<file path="src/rtl/div_seq_ctrl.sv">
// Multi-cycle radix-2 restoring divider sequencer for DIV/DIVU.
// Holds the pipeline via stall_req while busy and delivers quotient/remainder
// for the HI/LO write with a one-cycle done pulse.
module div_seq_ctrl #(
    parameter int unsigned WIDTH = 32,
    parameter int unsigned CNT_W = 6
) (
    input  logic             clk,
    input  logic             rst_n,
    input  logic             start,
    input  logic             signed_div,
    input  logic [WIDTH-1:0] dividend,
    input  logic [WIDTH-1:0] divisor,
    input  logic             cancel,
    output logic             busy,
    output logic             stall_req,
    output logic             done,
    output logic [WIDTH-1:0] quotient,
    output logic [WIDTH-1:0] remainder,
    output logic             div_by_zero
);

    typedef enum logic [2:0] {
        StIdle,
        StPrep,
        StIter,
        StFix,
        StDone
    } state_e;

    state_e             state_q, state_d;
    logic [CNT_W-1:0]   cnt_q, cnt_d;
    logic               sgn_q, sgn_d;
    logic               q_neg_q, q_neg_d;
    logic               r_neg_q, r_neg_d;
    // Captured operands; dvs_q is replaced by |divisor| in PREP.
    logic [WIDTH-1:0]   dvd_q, dvd_d;
    logic [WIDTH-1:0]   dvs_q, dvs_d;
    // Partial remainder and quotient shift register.
    logic [WIDTH-1:0]   rem_q, rem_d;
    logic [WIDTH-1:0]   quo_q, quo_d;
    // Architecturally visible results, held until the next FIX / div-by-zero.
    logic [WIDTH-1:0]   quotient_q, quotient_d;
    logic [WIDTH-1:0]   remainder_q, remainder_d;
    logic               dbz_q, dbz_d;

    // One restoring step: shifted remainder and trial subtraction at WIDTH+1 bits.
    logic [WIDTH:0]     rem_sh;
    logic [WIDTH:0]     trial;
    logic               dvs_zero;
    logic               last_iter;

    // Magnitude of a value when interpreted as signed (only if en is set).
    function automatic logic [WIDTH-1:0] abs_val(input logic [WIDTH-1:0] v, input logic en);
        return (en && v[WIDTH-1]) ? -v : v;
    endfunction

    // Datapath helpers for the iteration step and PREP/ITER decisions.
    always_comb begin
        rem_sh    = {rem_q, quo_q[WIDTH-1]};
        trial     = rem_sh - {1'b0, dvs_q};
        dvs_zero  = (dvs_q == '0);
        last_iter = (cnt_q == CNT_W'(WIDTH - 1));
    end

    // Next-state and datapath register updates.
    always_comb begin
        state_d     = state_q;
        cnt_d       = cnt_q;
        sgn_d       = sgn_q;
        q_neg_d     = q_neg_q;
        r_neg_d     = r_neg_q;
        dvd_d       = dvd_q;
        dvs_d       = dvs_q;
        rem_d       = rem_q;
        quo_d       = quo_q;
        quotient_d  = quotient_q;
        remainder_d = remainder_q;
        dbz_d       = dbz_q;

        unique case (state_q)
            StIdle: begin
                // A start accompanied by a flush is dropped.
                if (start && !cancel) begin
                    dvd_d   = dividend;
                    dvs_d   = divisor;
                    sgn_d   = signed_div;
                    state_d = StPrep;
                end
            end

            StPrep: begin
                if (cancel) begin
                    state_d = StIdle;
                end else if (dvs_zero) begin
                    quotient_d  = '1;
                    remainder_d = dvd_q;
                    dbz_d       = 1'b1;
                    state_d     = StDone;
                end else begin
                    quo_d   = abs_val(dvd_q, sgn_q);
                    dvs_d   = abs_val(dvs_q, sgn_q);
                    rem_d   = '0;
                    q_neg_d = sgn_q & (dvd_q[WIDTH-1] ^ dvs_q[WIDTH-1]);
                    r_neg_d = sgn_q & dvd_q[WIDTH-1];
                    cnt_d   = '0;
                    state_d = StIter;
                end
            end

            StIter: begin
                if (cancel) begin
                    state_d = StIdle;
                end else begin
                    // Non-negative trial means the divisor fits: keep it, emit a 1.
                    if (!trial[WIDTH]) begin
                        rem_d = trial[WIDTH-1:0];
                        quo_d = {quo_q[WIDTH-2:0], 1'b1};
                    end else begin
                        rem_d = rem_sh[WIDTH-1:0];
                        quo_d = {quo_q[WIDTH-2:0], 1'b0};
                    end
                    cnt_d = cnt_q + CNT_W'(1);
                    if (last_iter) begin
                        state_d = StFix;
                    end
                end
            end

            StFix: begin
                if (cancel) begin
                    state_d = StIdle;
                end else begin
                    quotient_d  = q_neg_q ? -quo_q : quo_q;
                    remainder_d = r_neg_q ? -rem_q : rem_q;
                    dbz_d       = 1'b0;
                    state_d     = StDone;
                end
            end

            StDone: begin
                // Flush has no effect here; the result is already committed.
                state_d = StIdle;
            end

            default: begin
                state_d = StIdle;
            end
        endcase
    end

    // State and datapath registers with asynchronous clear.
    always_ff @(posedge clk or negedge rst_n) begin
        if (!rst_n) begin
            state_q     <= StIdle;
            cnt_q       <= '0;
            sgn_q       <= 1'b0;
            q_neg_q     <= 1'b0;
            r_neg_q     <= 1'b0;
            dvd_q       <= '0;
            dvs_q       <= '0;
            rem_q       <= '0;
            quo_q       <= '0;
            quotient_q  <= '0;
            remainder_q <= '0;
            dbz_q       <= 1'b0;
        end else begin
            state_q     <= state_d;
            cnt_q       <= cnt_d;
            sgn_q       <= sgn_d;
            q_neg_q     <= q_neg_d;
            r_neg_q     <= r_neg_d;
            dvd_q       <= dvd_d;
            dvs_q       <= dvs_d;
            rem_q       <= rem_d;
            quo_q       <= quo_d;
            quotient_q  <= quotient_d;
            remainder_q <= remainder_d;
            dbz_q       <= dbz_d;
        end
    end

    // Status outputs decoded from the state; stall_req also covers the accept cycle.
    always_comb begin
        busy        = (state_q == StPrep) || (state_q == StIter) || (state_q == StFix);
        done        = (state_q == StDone);
        stall_req   = (start && (state_q == StIdle) && !cancel) || busy;
        quotient    = quotient_q;
        remainder   = remainder_q;
        div_by_zero = dbz_q;
    end

endmodule

</file>
<file path="config.mk">
export PLATFORM = sky130hd
export DESIGN_NAME = div_seq_ctrl
export DESIGN_NICKNAME = d
export VERILOG_FILES = /design/src/rtl/div_seq_ctrl.sv
export SDC_FILE = /design/constraint.sdc
export NUM_CORES = 1
export LEC_CHECK = 0
export BUFFER_PORTS_ARGS = -buffer_cell sky130_fd_sc_hd__buf_2
export CAP_MARGIN = 20
export CORE_MARGIN = 2
export CORE_UTILIZATION = 40
export DETAILED_ROUTE_END_ITERATION = 10
export PLACE_DENSITY = 0.68
export SYNTH_ARGS = -nofsm -noshare
export SYNTH_HDL_FRONTEND = slang
export SYNTH_SLANG_ARGS = --single-unit
</file>
<file path="constraint.sdc">
create_clock -name clk -period 7.3 [get_ports clk]
set_input_delay 0.73 -clock clk [delete_from_list [all_inputs] [get_ports clk]]
set_output_delay 0.73 -clock clk [all_outputs]
set_load 0.01 [all_outputs]
</file>
==> reports/metrics.csv <==
metric,value,unit
syn_to_final_growth,15.3,%
fin_tns_setup,0,ns
clk_path_buf_depth,3,
cts_made_buffers,25,
dpl_cell_area,13700,um^2
power_density,364,nW/um^2
fillers,3013,
drtIter0Drc,1012,
yosysTopAreaCellShare,40.2,%
yosys_warnings,0,
die_h,183,um
cts_tree,yes,
reg2reg_from,dvs_q[1],
drt_first_pass_iters,5,
cp_max_fo,52,
synth-async-reset-ratio,100,%
synth_fp_nets,1593,
setup_violations,0,
cts_setup_buffers,0,
grt_pass1_vias,10900,
max_freq,238,MHz
hpwlAfterDp,27300,um
drcViolationCount,0,
crit_type,flop to flop,
cts_resized,0,
nets,1677,
clk_latency,0.55,ns
layout-drive-gt1-share,15.5,%
rows,65,
syn-cell-area,12800,um^2
timing.max_cap.violations,0,
finalCriticalPeriod,4.20,ns
vias,11700,
clk_pin_slew,0.06,ns
synthFlopType,dfrtp_1,
startpoint,dvs_q[1],
clock-sinks,205,
postSynthCellCount,1486,
ys_seq_elements,205,
hp-class,primary input to asynchronous set/reset pin,
postCtsHoldBufs,0,
crit_top_cell,inv_1,
stdcell_area,14700,um^2
antenna-diode-count,0,
portBuffers,136,
synth.avg_cell_area,8.59,um^2
yosys-top-cells-count,"205 x dfrtp_1, 175 x nand2_1, 141 x o21ai_0",
initial_utilization,40.6,%
rsz0062_at_grt,false,
dieArea,33400,um^2
ctsHtreeMaxLevel,1,
routed_wl,37600,um
synth_edf_count,0,
cp.arrival,4.58,ns
antenna_found_initial,0,
grt_pass1_wl,59800,um
root_buffer,clkbuf_16,
grt_overflow_total,0,
critPathLaunchType,flop,
p_leak,6.33,nW
cp.required,7.68,ns
ir_worst_vdd,0.000196,V
finalCritPeriodShare,57.6,%
max_stage_delay,0.57,ns
core_area,31500,um^2
cpMaxStageDelayCell,nor3b_1,
num_io_pins,137,
finalHoldViolCount,0,
slew_headroom,28.6,%
synth_top_cell_by_area,dfrtp_1,
place.gp.congestion,0.905,
track_usage,22.2,%
endpoint_kind,flop,
viasPerCell,5.85,
tightest_slew,1.07,ns
die_w,183,um
synth.top_cells.by_area,"dfrtp_1 40%, o21ai_0 5.5%, a21oi_1 5.4%, nand2_1 5.1%, xor2_1 4.2%",
ys_seq_area_share,40.2,%
postRouteAntennaNets,0,
grt_max_degree,79,
clock_skew,0.0345,ns
status,"complete, no violations",
yosysMostFrequentCell,dfrtp_1,
synthDistinctLibCells,64,
crit_chain,inv_1 -> ha_1 -> nor3b_1 -> nand2_1 -> nor4_4 -> a211oi_2 -> nor2_4 -> buf_4 -> inv_1 -> o21ai_0 -> a21oi_1,
routedWlPerCell,18.9,um
slew_violations,0,
## sequential cells by signal, summed over array words and instances, names as in the netlist
register and count:
cnt_q 6, div_by_zero 1, dvd_q 32, dvs_q 32
q_neg_q 1, quo_q 32, quotient 32, r_neg_q 1
rem_q 32, remainder 32, sgn_q 1, state_q 3
## critical path, delay by kind of cell, from the launching register on
| kind | cells | cell delay, ns |
|---|---|---|
| buffers and inverters | 3 | 1.07 |
| DFF | 1 | 0.48 |
| and+or+nand+nor | 4 | 1.56 |
| AOI/OAI and AO/OA | 3 | 0.68 |
| adders and majority gates | 1 | 0.21 |
## worst paths after layout
kind	endpoint	slack, ns	cells after the start
min in group clk	dvd_q[11]	0.41	2
worst min-delay path	dvd_q[28]	0.20	1
worst min register to register	remainder[12]	0.48	2
max in group asynchronous	dvd_q[10]	5.73	2
worst max-delay path	quo_q[29]	3.10	11
worst max register to register	quo_q[29]	3.10	11
## power by group
part           internal, mW  total, mW  switching, mW
clock                 0.938       1.46          0.518
sequential             1.50       1.99          0.487
combinational         0.842       1.92           1.08
## area by class of cell
class | count | area (um^2) | share of cell area (%)
inverter | 51 | 191 | 1.30
clock buffer | 32 | 712 | 4.84
clock inverter | 14 | 265 | 1.80
sequential | 205 | 5130 | 34.8
timing repair buffer | 149 | 807 | 5.48
multi-input combinational | 1138 | 7120 | 48.3
tap | 402 | 503 | 3.42
## stage by stage
step	hold WS (ns)	setup WS, ns	util (%)	std cells	power [mW]
final	0.204	3.10	46.8	1991	5.37
after global routing	0.250	2.76	46.8	1991	5.72
after CTS	0.208	3.16	46.7	1990	5.38
after detailed placement	0.471	3.16	43.6	1944	3.91
after global placement	0.471	3.21	43.6	1944	3.87
after floorplan	0.434	4.26	-	1486	3.24
## kinds of logic (layout without fill, tap and decap cells)
logic type,count (synthesis),count (layout),share of synthesized area (%)
compound gates,468,468,22.6
xor+xnor,121,121,8.30
fa+ha+maj,38,38,3.78
buf+inv,143,246,4.30
flops,205,205,40.2
mux,33,33,2.89
simple gates,478,478,18.0
## layer usage
metal | vias up | part of all wire, % | GRT usage [%]
li1 | 5564 | - | -
met1 | 5666 | 46 | 31.2
met2 | 367 | 47 | 36.2
met3 | 58 | 5.1 | 2.75
met4 | 0 | 2.4 | 5.94
met5 | - | 0 | 0
## cells in the final DEF, fill, tap and decap left out, types with 19 or more instances in the layout
| master | instances |
|---|---|
| nand4_1 | 30 |
| nand2_1 | 175 |
| o211ai_1 | 24 |
| clkbuf_16 | 25 |
| xor2_1 | 61 |
| buf_2 | 135 |
| nor3_1 | 33 |
| nand3_1 | 25 |
| a22oi_1 | 25 |
| o21ai_0 | 140 |
| nor2_1 | 103 |
| nor4_1 | 19 |
| mux2_2 | 31 |
| xnor2_1 | 60 |
| o31ai_1 | 22 |
| a21oi_1 | 139 |
| ha_1 | 37 |
| or3_1 | 25 |
| dfrtp_1 | 205 |
| inv_1 | 50 |
(Power assumes the default switching activity.)
